===== config.mk =====
export PLATFORM = sky130hd
export DESIGN_NAME = muldiv_unit
export DESIGN_NICKNAME = d
export VERILOG_FILES = /design/src/rtl/muldiv_unit.sv
export SDC_FILE = /design/constraint.sdc
export NUM_CORES = 1
export LEC_CHECK = 0
export ABC_AREA = 0
export CAP_MARGIN = 10
export CELL_PAD_IN_SITES_DETAIL_PLACEMENT = 1
export CELL_PAD_IN_SITES_GLOBAL_PLACEMENT = 1
export CORE_AREA = 2 2 196 198
export CTS_CLUSTER_SIZE = 16
export DETAILED_ROUTE_END_ITERATION = 10
export DIE_AREA = 0 0 198 200
export DONT_BUFFER_PORTS = 1
export HOLD_SLACK_MARGIN = 0.12
export MAX_ROUTING_LAYER = met4
export PLACE_DENSITY_LB_ADDON = 0.1
export SYNTH_ARGS = -nofsm -noshare
export SYNTH_HDL_FRONTEND = slang
export SYNTH_SLANG_ARGS = --single-unit

===== constraint.sdc =====
create_clock -name clk -period 5.9 [get_ports clk]
set_clock_uncertainty 0.2 [all_clocks]
set_input_delay 0 -clock clk [delete_from_list [all_inputs] [get_ports clk]]
set_output_delay 0 -clock clk [all_outputs]
set_load 0.02 [all_outputs]

===== src/rtl/muldiv_unit.sv =====
// Iterative multiply/divide unit: one shift-add or restoring shift-subtract step per cycle.
// Optional MULDIV_FASTPATH_EN: trivial cases (div by zero, DIV overflow, zero mul operand) skip the iterations.
module muldiv_unit #(
  parameter int WIDTH = 32
) (
  input  logic             clk,
  input  logic             rst_n,
  input  logic             req_valid,
  output logic             req_ready,
  input  logic [2:0]       MDcontrolE,
  input  logic [WIDTH-1:0] SrcAE,
  input  logic [WIDTH-1:0] SrcBE,
  input  logic             flush,
  output logic             resp_valid,
  input  logic             resp_ready,
  output logic [WIDTH-1:0] MDResult
);

  localparam int CW = $clog2(WIDTH + 1);
  localparam logic [WIDTH-1:0] MOST_NEG = {1'b1, {(WIDTH-1){1'b0}}};

  typedef enum logic [1:0] {IDLE, CALC, DONE} state_t;

  state_t           state_q, state_d;
  logic [CW-1:0]    cnt_q, cnt_d;
  logic [2:0]       op_q, op_d;
  logic [WIDTH-1:0] hi_q, hi_d;
  logic [WIDTH-1:0] lo_q, lo_d;
  logic [WIDTH-1:0] opnd_q, opnd_d;
  logic [WIDTH-1:0] result_q, result_d;
  logic [WIDTH-1:0] spec_res_q, spec_res_d;
  logic             neg_a_q, neg_a_d;
  logic             neg_b_q, neg_b_d;
  logic             spec_q, spec_d;

  // Operand decode at the request boundary
  logic             in_is_div, in_a_signed, in_b_signed;
  logic             in_neg_a, in_neg_b;
  logic [WIDTH-1:0] in_mag_a, in_mag_b;
  logic             in_div0, in_ovf, in_mulz, in_spec;
  logic [WIDTH-1:0] in_spec_res;

  assign in_is_div   = MDcontrolE[2];
  assign in_a_signed = (MDcontrolE != 3'b011) && (MDcontrolE != 3'b101) && (MDcontrolE != 3'b111);
  assign in_b_signed = (MDcontrolE == 3'b000) || (MDcontrolE == 3'b001) ||
                       (MDcontrolE == 3'b100) || (MDcontrolE == 3'b110);
  assign in_neg_a    = in_a_signed && SrcAE[WIDTH-1];
  assign in_neg_b    = in_b_signed && SrcBE[WIDTH-1];
  assign in_mag_a    = in_neg_a ? (~SrcAE + 1'b1) : SrcAE;
  assign in_mag_b    = in_neg_b ? (~SrcBE + 1'b1) : SrcBE;

  assign in_div0 = in_is_div && (SrcBE == '0);
  assign in_ovf  = ((MDcontrolE == 3'b100) || (MDcontrolE == 3'b110)) &&
                   (SrcAE == MOST_NEG) && (SrcBE == '1);
  assign in_mulz = !in_is_div && ((SrcAE == '0) || (SrcBE == '0));
  assign in_spec = in_div0 || in_ovf || in_mulz;

  // REM/REMU have op bit 1 set; DIV/DIVU have it clear
  always_comb begin
    in_spec_res = '0;
    if (in_div0)
      in_spec_res = MDcontrolE[1] ? SrcAE : '1;
    else if (in_ovf)
      in_spec_res = MDcontrolE[1] ? '0 : SrcAE;
  end

  // Iteration datapath: {hi,lo} is the product accumulator or the remainder/quotient pair
  logic [WIDTH:0]   mul_sum;
  logic [WIDTH:0]   div_shift;
  logic             div_ge;

  assign mul_sum   = {1'b0, hi_q} + (lo_q[0] ? {1'b0, opnd_q} : {(WIDTH+1){1'b0}});
  assign div_shift = {hi_q, lo_q[WIDTH-1]};
  assign div_ge    = (div_shift >= {1'b0, opnd_q});

  // Sign fix-up of the magnitude result
  logic [2*WIDTH-1:0] prod_s;
  logic [WIDTH-1:0]   quo_s, rem_s, fin_res;

  assign prod_s = (neg_a_q ^ neg_b_q) ? (~{hi_q, lo_q} + 1'b1) : {hi_q, lo_q};
  assign quo_s  = (neg_a_q ^ neg_b_q) ? (~lo_q + 1'b1) : lo_q;
  assign rem_s  = neg_a_q ? (~hi_q + 1'b1) : hi_q;

  always_comb begin
    case (op_q)
      3'b000:                 fin_res = prod_s[WIDTH-1:0];
      3'b001, 3'b010, 3'b011: fin_res = prod_s[2*WIDTH-1:WIDTH];
      3'b100, 3'b101:         fin_res = quo_s;
      default:                fin_res = rem_s;
    endcase
  end

  always_comb begin
    state_d    = state_q;
    cnt_d      = cnt_q;
    op_d       = op_q;
    hi_d       = hi_q;
    lo_d       = lo_q;
    opnd_d     = opnd_q;
    result_d   = result_q;
    spec_res_d = spec_res_q;
    neg_a_d    = neg_a_q;
    neg_b_d    = neg_b_q;
    spec_d     = spec_q;

    case (state_q)
      IDLE: begin
        if (req_valid) begin
          state_d    = CALC;
          op_d       = MDcontrolE;
          neg_a_d    = in_neg_a;
          neg_b_d    = in_neg_b;
          hi_d       = '0;
          lo_d       = in_is_div ? in_mag_a : in_mag_b;
          opnd_d     = in_is_div ? in_mag_b : in_mag_a;
          spec_d     = in_spec;
          spec_res_d = in_spec_res;
`ifdef MULDIV_FASTPATH_EN
          // Pre-load the counter so the next edge goes straight to the result
          cnt_d      = in_spec ? CW'(WIDTH) : '0;
`else
          cnt_d      = '0;
`endif
        end
      end
      CALC: begin
        if (cnt_q == CW'(WIDTH)) begin
          result_d = spec_q ? spec_res_q : fin_res;
          state_d  = DONE;
        end else begin
          cnt_d = cnt_q + CW'(1);
          if (op_q[2]) begin
            hi_d = div_ge ? WIDTH'(div_shift - {1'b0, opnd_q}) : div_shift[WIDTH-1:0];
            lo_d = {lo_q[WIDTH-2:0], div_ge};
          end else begin
            hi_d = mul_sum[WIDTH:1];
            lo_d = {mul_sum[0], lo_q[WIDTH-1:1]};
          end
        end
      end
      DONE: begin
        if (resp_ready) begin
          state_d = IDLE;
          cnt_d   = '0;
        end
      end
      default: state_d = IDLE;
    endcase

    if (flush) begin
      state_d = IDLE;
      cnt_d   = '0;
    end
  end

  always_ff @(posedge clk or negedge rst_n) begin
    if (!rst_n) begin
      state_q    <= IDLE;
      cnt_q      <= '0;
      op_q       <= '0;
      hi_q       <= '0;
      lo_q       <= '0;
      opnd_q     <= '0;
      result_q   <= '0;
      spec_res_q <= '0;
      neg_a_q    <= 1'b0;
      neg_b_q    <= 1'b0;
      spec_q     <= 1'b0;
    end else begin
      state_q    <= state_d;
      cnt_q      <= cnt_d;
      op_q       <= op_d;
      hi_q       <= hi_d;
      lo_q       <= lo_d;
      opnd_q     <= opnd_d;
      result_q   <= result_d;
      spec_res_q <= spec_res_d;
      neg_a_q    <= neg_a_d;
      neg_b_q    <= neg_b_d;
      spec_q     <= spec_d;
    end
  end

  assign req_ready  = (state_q == IDLE);
  assign resp_valid = (state_q == DONE);
  assign MDResult   = resp_valid ? result_q : '0;

endmodule


**After elaboration in Yosys (flattened, before gate mapping)**

Cells that the tools add are included.

- Register bits after elaboration: 174
- Output and inout port bits: 34

- Add/sub/neg operators: 8
- $lt $le $gt $ge: 1
- Equality and inequality tests: 22
- Mux-type cells: 34
- Bitwise logic cells: 6
- Reductions and logical operators: 30

Operator list:

| kind | count |
|---|---|
| 2-to-1 mux 32 bit | 20 |
| adder 32 x 1 -> 32 bit, second input constant | 4 |
| inverter 32 bit | 4 |
| one-hot mux 32 bit (2 select lines) | 2 |
| one-hot mux 32 bit (3 select lines) | 1 |
| adder 64 x 1 -> 64 bit, second input constant | 1 |
| == test 32 bit, second input constant | 2 |
| logical NOT 32 bit | 2 |
| 2-to-1 mux 64 bit | 1 |
| inverter 64 bit | 1 |
| adder 32 x 32 -> 33 bit | 1 |
| >= comparator 33 x 32 -> 1 bit | 1 |
| subtractor 32 bit | 1 |
| 2-to-1 mux 6 bit | 4 |
| one-hot mux 6 bit (3 select lines) | 1 |
| == test 3 bit, second input constant | 4 |
| inequality test 3 bit, second input constant | 4 |
| inequality test 3 x 2 -> 1 bit, second input constant | 3 |
| logical AND 1 bit | 8 |
| 2-to-1 mux 2 bit | 4 |
| logical OR 1 bit | 7 |
| adder 6 x 1 -> 6 bit, second input constant | 1 |
| == test 3 x 1 -> 1 bit, second input constant | 2 |
| == test 3 x 2 -> 1 bit, second input constant | 2 |
| other kinds (16) | 20 |

**Logic depth before layout (Yosys ltp)**

Gate-level depths: netlist (run 1).

- Depth after elaboration: 9
- Gate-level depth with buffers: 14
- Mapped depth without buffers: 13

**Worst setup path before layout (run 1)**

Ideal clock, no wire load.

- Path kind: reg-to-reg
- Start point: register lo_q[0]
- End point: register hi_q[23]
- Setup time: 0.126 ns
- Arrival time: 3.103 ns
- Required time: 5.574 ns
- Slack: 2.471 ns
- Cell stages (with the launch flop): 14
- Buffers on the path: 1
- Period minus slack after synthesis: 3.429 ns
- Cells stage by stage: dfrtp_1 inv_1 clkbuf_1 nor2_1 ha_1 nand2_1 or4b_2 o2111ai_1 o21ai_0 a31oi_1 o21ba_2 xor2_1 nor2_1 a221o_1

- Cells in the longest elaborated chain, start to end: 5

RTL lines:

| what | RTL line | source |
|---|---|---|
| from (decl) | 28 | `logic [WIDTH-1:0] lo_q, lo_d;` |
| from (signal assigned) | 174 | `lo_q <= lo_d;` |
| 2-to-1 mux 32 bit | 72 | `assign mul_sum = {1'b0, hi_q} + (lo_q[0] ? {1'b0, opnd_q} : {(WIDTH+1){1'b0}});` |
| adder 32 x 32 -> 33 bit | 72 |  |
| 2-to-1 mux 32 bit | 132 | `if (op_q[2]) begin` |
| 2-to-1 mux 32 bit | 127 | `if (cnt_q == CW'(WIDTH)) begin` |
| one-hot mux 32 bit (2 select lines) | 106 | `case (state_q)` |
| to (signal assigned) | 173 | `hi_q <= hi_d;` |
| to (decl) | 27 | `logic [WIDTH-1:0] hi_q, hi_d;` |

Every way passes these cells. The select of a mux whose other input is x is not followed.
A chain may end at the register's enable or synchronous reset.

**Worst setup path in the final report (run 1)**

- Start point: input port SrcBE[9]
- End point: register spec_res_q[26]

- Cells in the longest elaborated chain, start to end: 4

RTL lines:

| what | RTL line | source |
|---|---|---|
| from (decl) | 12 | `input logic [WIDTH-1:0] SrcBE,` |
| == test 32 bit | 54 | `(SrcAE == MOST_NEG) && (SrcBE == '1);` |
| logical AND 1 bit | 54 |  |
| 2-to-1 mux 32 bit | 63 | `else if (in_ovf)` |
| 2-to-1 mux 32 bit * | 61 | `if (in_div0)` |
| to (signal assigned) | 177 | `spec_res_q <= spec_res_d;` |
| to (decl) | 31 | `logic [WIDTH-1:0] spec_res_q, spec_res_d;` |

Mark *: on every way between the ends. The rest lies on a longest branch, timed or not.

==> reports/metrics.yaml, run 1 <==
outcome: "completed"
design.portCount: 106
maximum_number_of_pins_on_one_net_before_global_route_repair: 165
core_area_um2: 37400
syn_area_um2: 16300
tritoncts: "yes"
crit_fanout: 28
clock_power_share_pct: 11.8
achievable-frequency_ghz: 0.194
timing.setup.tns_ns: 0
final_antenna_net_count: 0
crit_arrival_ns: 5.36
die_area_um2: 39600
rr_startpoint: "lo_q[0]"
edff_count_synth: 0
sequential_element_share_of_the_synthesized_area_pct: 26.7
comb_power_share_pct: 67.1
synth-main-ff-cell: "sky130_fd_sc_hd__dfrtp_1"
cp-startpoint: "SrcBE[9]"
drt_iter0_markers: 1491
period_needed_ns: 5.15
timing.final.max_slew_violations: 0
num_vias: 17417
syn_nets: 2330
ctsResizeCount: 0
clock_sinks: 174
clk_pin_slew_worst_paths_ns: 0.08
synthAdderAreaFrac_pct: 5.99
layout.nets: 2383
synthesis.yosys.warnings: 0
cts_made_buffers: 17
power_leakage_uw: 0.00812
n_antenna_cell: 0
crit_type: "in -> reg"
post_cts_hold_buffer_count: 148
dieHeight_um: 200
vdd.ir_drop.worst_mv: 0.403
fin_crit_sh_pct: 87.4
worst-slew-pin-transition_ns: 1.17
synthTopCellsByArea: "sky130_fd_sc_hd__dfrtp_1 (27%), sky130_fd_sc_hd__a21oi_1 (6.7%), sky130_fd_sc_hd__ha_1 (5.7%)"
cts_root_buf: "sky130_fd_sc_hd__clkbuf_16"
powerDensity_nw_per_um2: 532
cp-end-kind: "register"
number_of_setup_buffers_added_after_cts: 0
synthesized_flop_and_latch_total: 174
syn_inst: 2181
synth_top_family_by_area: "compound AO/OA/AOI/OAI gates"
relSlewSlack_pct: 22.1
synth_async_sr_flop_share_pct: 100
synth_mux_area_share_pct: 3.83
p_switching_uw: 5540
detailedRoute.firstPassIterationCount: 6
clockBufferDepth: 2
compound_gate_portion_of_the_synthesized_area_pct: 26.7
antenna_found_initial: 0
report.final.setup_viol: 0
final_util_pct: 50.3
wire_length_of_the_first_global_routing_pass_um: 110000
port_buffers: 0
synth_top_area_share_pct: 26.7
seq_power_share_pct: 21.1
detailedPlacementHpwl_um: 52100
setup.worst_path.start_class: "input port"
synth_most_common_cell: "sky130_fd_sc_hd__nand2_1"
start_util_pct: 43.6
synth_cell_type_count: 83
routed_wl_um: 72200
hp-class: "in -> reg"
placement_rows: 71
die_width_um: 198
post_drt_wl_per_cell_um: 26.2
via_count_of_the_first_global_routing_pass: 17650
synth.largest_area_cell: "sky130_fd_sc_hd__dfrtp_1"
layout_overhead_on_the_synthesized_area_pct: 15.3
synth_area_per_cell_um2: 7.48
total_of_max_cap_violations: 0
drcViolationCount: 0
grt_setup_unrepaired: "false"
grt_overflow_total: 0
synthSimpleGateAreaFrac_pct: 21.7
cts_htree_levels: 4
routabilityCongestion: 0.952
timing_hold_violations_final: 0
detailed_route_vias_per_instance: 6.32
post_synth_xor_area_fraction_pct: 9.93
required_ns: 6.11
cell_internal_pwr_uw: 4470
hp-start: "SrcAE[15]"
groute.usage.overall_pct: 37.6
leading_cell_types_by_count_after_synthesis: "sky130_fd_sc_hd__nand2_1 (248), sky130_fd_sc_hd__nor2_1 (232), sky130_fd_sc_hd__a21oi_1 (220)"
power.switching_fraction_pct: 55.4
drive_gt1_share_pct: 6.19
worst_skew_pair.late_latency_ns: 0.47
==> through the flow <==
step                      hold slack (ns)  setup slack [ns]  cell area, um2  power, uW  std cells
after global routing                0.143             0.507           18800      10700       2758
after CTS                           0.120              1.20           18800       9830       2757
after global placement             -0.490              1.50           16700       8300       2576
after detailed placement           -0.491              1.49           16700       8450       2577
final                               0.106             0.746           18800      10000       2758
after floorplan                    -0.496              2.47           16300       6390       2181
==> placed cells by master, fill, tap and decap left out, types with 14 or more instances in the layout <==
cell type and n:
sky130_fd_sc_hd__nand2_1 246, sky130_fd_sc_hd__nor2_1 230, sky130_fd_sc_hd__a21oi_1 220, sky130_fd_sc_hd__o21ai_0 186, sky130_fd_sc_hd__dfrtp_1 173, sky130_fd_sc_hd__dlygate4sd3_1 146, sky130_fd_sc_hd__xor2_1 94, sky130_fd_sc_hd__xnor2_1 91
sky130_fd_sc_hd__inv_1 75, sky130_fd_sc_hd__ha_1 74, sky130_fd_sc_hd__and2_1 47, sky130_fd_sc_hd__a211oi_1 43, sky130_fd_sc_hd__nor3_1 40, sky130_fd_sc_hd__o21ai_1 39, sky130_fd_sc_hd__mux2_2 36, sky130_fd_sc_hd__a21o_1 34
sky130_fd_sc_hd__nand3_1 32, sky130_fd_sc_hd__buf_4 32, sky130_fd_sc_hd__nor4_1 23, sky130_fd_sc_hd__o221ai_1 22, sky130_fd_sc_hd__mux2i_1 22, sky130_fd_sc_hd__a31oi_1 22, sky130_fd_sc_hd__o31ai_1 19, sky130_fd_sc_hd__nand2b_1 17
sky130_fd_sc_hd__nand4_1 17, sky130_fd_sc_hd__or3_1 17, sky130_fd_sc_hd__clkbuf_16 17, sky130_fd_sc_hd__or4_1 15, sky130_fd_sc_hd__o21a_1 14, sky130_fd_sc_hd__o41ai_1 14
==> worst max-delay path, stage by stage <==
cell and delay [ns]:
sky130_fd_sc_hd__dlygate4sd3_1 0.59, sky130_fd_sc_hd__nor4_1 0.53, sky130_fd_sc_hd__nand4b_1 0.29, sky130_fd_sc_hd__nand2b_1 0.30
sky130_fd_sc_hd__nor3_1 0.67, sky130_fd_sc_hd__and3_1 0.35, sky130_fd_sc_hd__nand2_1 0.11, sky130_fd_sc_hd__nor2_2 0.88
sky130_fd_sc_hd__buf_4 0.29, sky130_fd_sc_hd__nor2_1 0.05, sky130_fd_sc_hd__dlygate4sd3_1 0.58, sky130_fd_sc_hd__o21ai_1 0.15
sky130_fd_sc_hd__dlygate4sd3_1 0.56
==> flip-flops by register name, summed over array words and instances, names as in the netlist, 2 cells and up <==
register	count
hi_q	32
lo_q	32
opnd_q	32
result_q	32
spec_res_q	32
cnt_q	6
op_q	3
state_q	2
==> per-layer routing <==
layer / track usage [%] / vias to the layer above / part of all wire, %
met5: - / - / 0
met4: 13.8 / 0 / 3.9
met3: 5.59 / 151 / 6.5
met2: 57.7 / 680 / 45
met1: 50.6 / 8673 / 45
li1: - / 7913 / -
==> final cells by class <==
class                      instances  area, um2
clock inverter                    14        143
fill                            4592      18600
clock buffer                      18        439
tap                              511        639
sequential                       174       4360
inverter                          75        282
timing repair buffer             182       1800
multi-input combinational       1784      11200
==> cells by family (layout without fill, tap and decap cells) <==
family          after synthesis  count (layout)
simple gates                749             749
compound gates              715             715
buf+inv                     223             289
xor+xnor                    185             185
flops                       174             174
fa+ha+maj                    77              77
mux                          58              58
==> power groups by stage <==
stage                     Sequential, uW  Clock, uW  Combinational [uW]
after floorplan                     1770          0                4630
after global placement              2090          0                6220
after detailed placement            2110          0                6340
after CTS                           2090       1190                6560
after global routing                2160       1230                7270
final                               2120       1180                6720
==> final timing paths <==
path | to | cells past startpoint | slack [ns]
worst max-delay path | spec_res_q[26] | 13 | 0.75
worst min-delay path | lo_q[17] | 6 | 0.11
worst max register to register | result_q[0] | 11 | 1.34
worst min register to register | opnd_q[25] | 2 | 0.27
max in group asynchronous | hi_q[0] | 4 | 3.56
min in group asynchronous | hi_q[11] | 3 | 0.49
(Power assumes the default switching activity.)
==> run 2, diff against run 1 <==
Settings changed: CORE_AREA 2 2 196 198 to 4 4 198 200, DIE_AREA 0 0 198 200 to 0 0 202 204.
==> reports/metrics.yaml, run 2 (synthesis results as in run 1) <==
critical-path-top-delay-family: "simple AND/OR/NAND/NOR gates"
wire_length_of_the_first_global_routing_pass_um: 110000  # about the same
drt_iter0_markers: 1602  # +7.4%
via_count_of_the_first_global_routing_pass: 17532  # -0.67%
filler_cell_count: 4610  # +0.39%
cts_root_buf: "sky130_fd_sc_hd__clkbuf_16"
antenna_found_initial: 1  # +1
worst_skew_pair.late_latency_ns: 0.48  # about the same
placed_area_um2: 16700  # -0.28%
report.final.setup_viol: 0  # unchanged
number_of_setup_buffers_added_after_cts: 0  # unchanged
outcome: "completed"
cp-startpoint: "SrcBE[18]"
finalInstanceArea_um2: 19000  # +0.79%
post_drt_wl_per_cell_um: 26.3  # +0.31%
required_ns: 6.11  # about the same
final_util_pct: 50.7  # +0.40 points
vdd.ir_drop.worst_mv: 0.283  # -30%
detailed_route_vias_per_instance: 6.29  # -0.45%
maximum_number_of_pins_on_one_net_before_global_route_repair: 140  # -15%
drcViolationCount: 0  # unchanged
core_area_um2: 37400  # unchanged
crit_arrival_ns: 5.38  # +0.02 ns
die_area_um2: 41200  # +4.1%
number_of_buffer_and_inverter_instances_along_the_worst_setup_path: 4  # unchanged
groute.usage.overall_pct: 35.4  # -2.3 points
post-route-worst-setup-slack_ns: 0.725  # -0.0203 ns
cp-end-kind: "register"
final_common_cell: "sky130_fd_sc_hd__nand2_1"
grt_overflow_total: 0  # unchanged
met3WireLength_um: 4940  # +5.5%
powerDensity_nw_per_um2: 533  # +0.29%
highest-signal-layer: "met4"
crit_type: "in -> reg"
relSlewSlack_pct: 19.5  # -2.6 points
cts_htree_levels: 4  # unchanged
wirelength_met1_um: 32300  # -0.27%
timing.setup.tns_ns: 0  # unchanged
slowest_delay_ns: 0.89  # about the same
layout_overhead_on_the_synthesized_area_pct: 16.2
clk_pin_slew_worst_paths_ns: 0.07  # about the same
layout_common_cells: "sky130_fd_sc_hd__nand2_1 (246), sky130_fd_sc_hd__nor2_1 (230), sky130_fd_sc_hd__a21oi_1 (220)"
hp-class: "in -> reg"
start_util_pct: 43.6  # unchanged
achievable-frequency_ghz: 0.193  # -0.39%
fin_crit_sh_pct: 87.7  # +0.34 points
num_vias: 17376  # -0.24%
crit_fanout: 28  # unchanged
grt_setup_unrepaired: "false"
crit-reg2reg-capture: "hi_q[29]"
routed_wl_um: 72600  # +0.53%
clock_sinks: 174  # unchanged
period_needed_ns: 5.17  # +0.0203 ns
post-place-ws_ns: 1.42  # -0.0640 ns
ff2ff_path_depth: 12  # +1
timing.final.max_slew_violations: 0  # unchanged
cts_made_buffers: 17  # unchanged
clockBufferDepth: 2  # unchanged
timing_hold_violations_final: 0  # unchanged
dieHeight_um: 204  # +2.0%
met2_length_um: 32500  # +0.65%
routabilityCongestion: 0.973  # +2.2%
path_common_cell: "sky130_fd_sc_hd__dlygate4sd3_1"
final_antenna_net_count: 0  # unchanged
die_width_um: 202  # +2.0%
placement_rows: 71  # unchanged
layout.nets: 2389  # +0.25%
detailedPlacementHpwl_um: 52100  # +0.10%
timing.critical_path.slowest_stage_cell: "sky130_fd_sc_hd__nor2_2"
detailedRoute.firstPassIterationCount: 5  # -1
rr_startpoint: "lo_q[0]"
ctsResizeCount: 0  # unchanged
power_leakage_uw: 0.00821  # +1.1%
path_cells: "dlygate4sd3_1, or4_1, nor4_1, nand2b_1, nor3_1, and3_1, nand2_1, nor2_2, buf_4, nor2_1, dlygate4sd3_1, o21ai_1, dlygate4sd3_1"
design.portCount: 106  # unchanged
n_antenna_cell: 0  # unchanged
holdPathEnd: "opnd_q[31]"
total_of_max_cap_violations: 0  # unchanged
drive_gt1_share_pct: 5.77  # -0.42 points
worst-slew-pin-transition_ns: 1.20  # +0.0347 ns
tritoncts: "yes"
fin_total_pwr_uw: 10100  # +1.1%
ff2ff_setup_slack_ns: 1.33  # about the same
setup.worst_path.start_class: "input port"
port_buffers: 0  # unchanged
hold_depth: 5  # -1
hp-start: "SrcAE[30]"
run 2: cell types whose count changed in the layout (fill, tap and decap cells not counted):
cell | previous run | this run
sky130_fd_sc_hd__dlygate4sd3_1 | 146 | 159
sky130_fd_sc_hd__buf_4 | 32 | 23
sky130_fd_sc_hd__bufinv_16 | 0 | 4
sky130_fd_sc_hd__inv_6 | 7 | 3
sky130_fd_sc_hd__clkinv_8 | 3 | 0
sky130_fd_sc_hd__buf_12 | 1 | 3
sky130_fd_sc_hd__clkbuf_1 | 0 | 2
sky130_fd_sc_hd__clkinv_2 | 0 | 2
sky130_fd_sc_hd__clkinvlp_4 | 2 | 1
run 2: tightest hold or removal path: stages:
cell                       delay (ns)
sky130_fd_sc_hd__nor4_1          0.05
sky130_fd_sc_hd__nand2_1         0.09
sky130_fd_sc_hd__a21boi_1        0.16
sky130_fd_sc_hd__a211oi_1        0.38
sky130_fd_sc_hd__a21oi_1         0.08
run 2: where the power goes:
part	total [uW]	internal, uW	switching, uW
logic	6700	2410	4290
registers	2130	1500	633
clock network	1290	725	565
run 2: area by class of cell:
| class | instances | area [um2] | area share, % |
|---|---|---|---|
| clock buffers | 20 | 447 | 2.35 |
| clock inverters | 12 | 181 | 0.956 |
| inverters | 75 | 282 | 1.48 |
| multi-input cells | 1784 | 11200 | 58.8 |
| flip-flops and latches | 174 | 4360 | 23.0 |
| well taps | 511 | 639 | 3.37 |
| repair buffers | 188 | 1910 | 10.1 |
run 2: routing by layer:
layer  global-route usage [%]  up-vias
li1                         -     7925
met1                     47.2     8665
met2                     54.2      651
met3                     6.55      135
met4                     12.6        0
met5                        -        -
run 2: stage by stage:
stage | hold WS, ns | instances
3_5_place_dp | -0.489 | 2569
5_1_grt | 0.139 | 2764
2_1_floorplan | -0.496 | 2181
4_1_cts | 0.121 | 2763
6_report | 0.139 | 2764
3_3_place_gp | -0.489 | 2569
run 2: timing repair:
| item | 4_1_cts | 5_1_grt |
|---|---|---|
| hold buffers | 162 | 0 |
| endpoints found under the setup margin | 0 | 0 |
| hold endpoints to repair | 286 | 0 |
run 2: how the worst max path moves through the flow:
stage	cells after the start	slack, ns	end
floorplan	13	2.47	hi_q[23]
global placement	11	1.39	result_q[0]
detailed placement	11	1.42	result_q[0]
CTS	13	1.11	spec_res_q[22]
global route	13	0.58	spec_res_q[15]
finish	13	0.73	spec_res_q[15]
==> run 3, diff against run 2 <==
Settings changed: CELL_PAD_IN_SITES_DETAIL_PLACEMENT 1 to 0, CORE_AREA 4 4 198 200 to 4 4 181 183, DIE_AREA 0 0 202 204 to 0 0 185 187.
==> reports/metrics.yaml, run 3 (synthesis results as in run 1) <==
die_width_um: 185  # -8.4%
timing.critical_path.slowest_stage_cell: "sky130_fd_sc_hd__nor2_2"
final-instance-count-excl-fill: 2625  # -5.0%
crit-reg2reg-capture: "hi_q[29]"
layout_common_cells: "sky130_fd_sc_hd__nand2_1 (246), sky130_fd_sc_hd__nor2_1 (231), sky130_fd_sc_hd__a21oi_1 (220)"
routabilityCongestion: 0.989  # +1.7%
cp-end-kind: "register"
path_common_cell: "sky130_fd_sc_hd__dlygate4sd3_1"
drcViolationCount: 0  # unchanged
post_drt_wl_per_cell_um: 23.8  # -9.3%
setup.worst_path.start_class: "input port"
path_cells: "dlygate4sd3_1, or4_1, nor4_1, nand2b_1, nor3_1, and3_1, nand2_1, nor2_2, nor2_1, dlygate4sd3_1, o21ai_1, dlygate4sd3_1"
groute.usage.overall_pct: 36.4  # +1.0 points
routed_wl_um: 62500  # -14%
layout.nets: 2356  # -1.4%
clk_pin_slew_worst_paths_ns: 0.08  # about the same
dieHeight_um: 187  # -8.3%
timing_hold_violations_final: 0  # unchanged
fin_crit_sh_pct: 81.6  # -6.1 points
maximum_number_of_pins_on_one_net_before_global_route_repair: 163  # +16%
grt_setup_unrepaired: "false"
ctsResizeCount: 0  # unchanged
worst-slew-pin-transition_ns: 1.27  # +0.0709 ns
period_needed_ns: 4.81  # -0.360 ns
timing.setup.tns_ns: 0  # unchanged
detailedPlacementHpwl_um: 46400  # -11%
final_util_pct: 59.0  # +8.2 points
antenna_found_initial: 2  # +1
die_area_um2: 34600  # -16%
drt_iter0_markers: 1852  # +16%
core_area_um2: 31200  # -16%
crit_type: "in -> reg"
powerDensity_nw_per_um2: 524  # -1.8%
total_of_max_cap_violations: 0  # unchanged
port_buffers: 0  # unchanged
tritoncts: "yes"
filler_cell_count: 2967  # -36%
cts_htree_levels: 4  # unchanged
endpoint: "spec_res_q[25]"
power_leakage_uw: 0.00798  # -2.7%
final_common_cell: "sky130_fd_sc_hd__nand2_1"
timing.final.max_slew_violations: 0  # unchanged
via_count_of_the_first_global_routing_pass: 15792  # -9.9%
placement_rows: 65  # -8.5%
hp-class: "in -> reg"
drive_gt1_share_pct: 5.72  # -0.049 points
design.portCount: 106  # unchanged
ff2ff_setup_slack_ns: 1.49  # +0.16 ns
achievable-frequency_ghz: 0.208  # +7.5%
outcome: "completed"
wire_length_of_the_first_global_routing_pass_um: 95400  # -13%
required_ns: 6.09  # -0.02 ns
cp-startpoint: "SrcBE[16]"
final_antenna_net_count: 0  # unchanged
grt_overflow_total: 0  # unchanged
crit_arrival_ns: 5.01  # -0.37 ns
ff2ff_path_depth: 12  # unchanged
start_util_pct: 52.3  # +8.6 points
worst_skew_pair.late_latency_ns: 0.45  # -0.03 ns
layout_overhead_on_the_synthesized_area_pct: 12.8
cts_root_buf: "sky130_fd_sc_hd__clkbuf_16"
vdd.ir_drop.worst_mv: 0.452  # +60%
num_vias: 16920  # -2.6%
crit_fanout: 32  # +14%
cts_made_buffers: 17  # unchanged
placed_cells: 2458  # -4.3%
clock_sinks: 174  # unchanged
detailed_route_vias_per_instance: 6.45  # +2.5%
detailedRoute.firstPassIterationCount: 6  # +1
rr_startpoint: "lo_q[0]"
relSlewSlack_pct: 14.8  # -4.7 points
clockBufferDepth: 2  # unchanged
slowest_delay_ns: 0.93  # +0.04 ns
report.final.setup_viol: 0  # unchanged
run 3: cell count changes in the layout (fill, tap and decap cells not counted), moves of 2 or more:
cell and change:
sky130_fd_sc_hd__buf_12 -2, sky130_fd_sc_hd__bufinv_16 -3, sky130_fd_sc_hd__diode_2 +3, sky130_fd_sc_hd__dlygate4sd3_1 -30, sky130_fd_sc_hd__clkinv_2 +2
run 3: where the power goes:
| group | switching (uW) | total (uW) | leakage [uW] | internal [uW] |
|---|---|---|---|---|
| Combinational | 4120 | 6450 | 0.00541 | 2330 |
| Clock | 561 | 1150 | 0.000276 | 590 |
| Sequential | 548 | 2050 | 0.00229 | 1500 |
| Total | 5220 | 9650 | 0.00798 | 4430 |
run 3: critical path, delay by kind of cell:
family	cells	cell delay, ns
simple gates	8	3.03
buf+inv	3	1.81
compound gates	1	0.15
run 3: layout make-up:
class	count	area [um2]	area share (%)
Sequential cell	174	4360	23.6
Multi-Input combinational cell	1784	11200	60.6
Clock inverter	14	136	0.740
Inverter	75	282	1.53
Clock buffer	18	429	2.33
Tap cell	402	503	2.73
Timing Repair Buffer	155	1550	8.39
Antenna cell	3	7.51	0.0408
run 3: repair_timing:
action | CTS | global route
hold buffers | 131 | 0
buffers inserted | 0 | 0
hold endpoints to repair | 285 | 0
run 3: per-stage QoR:
| step | hold WS (ns) | cell area (um2) | setup slack, ns | power, uW |
|---|---|---|---|---|
| 6_report | 0.138 | 18400 | 1.09 | 9650 |
| 5_1_grt | 0.162 | 18400 | 0.822 | 10300 |
| 4_1_cts | 0.121 | 18400 | 1.39 | 9480 |
| 3_5_place_dp | -0.490 | 16500 | 1.59 | 8190 |
| 3_3_place_gp | -0.491 | 16500 | 1.67 | 8140 |
| 2_1_floorplan | -0.496 | 16300 | 2.47 | 6390 |
run 3: worst min path at each step:
stage | cells past startpoint | slack [ns] | endpoint | from
after floorplan | 0 | -0.50 | cnt_q[0] | rst_n
after global placement | 0 | -0.49 | hi_q[8] | rst_n
after detailed placement | 0 | -0.49 | hi_q[8] | rst_n
after CTS | 5 | 0.12 | opnd_q[21] | SrcAE[20]
after global routing | 2 | 0.16 | op_q[0] | MDcontrolE[0]
final | 6 | 0.14 | opnd_q[18] | SrcAE[14]
run 3: per-layer routing:
metal | track usage (%) | wire (um)
met1 | 51.5 | 27500
met5 | - | 0
met2 | 52.3 | 27200
met3 | 7.49 | 5500
met4 | 11.8 | 2340
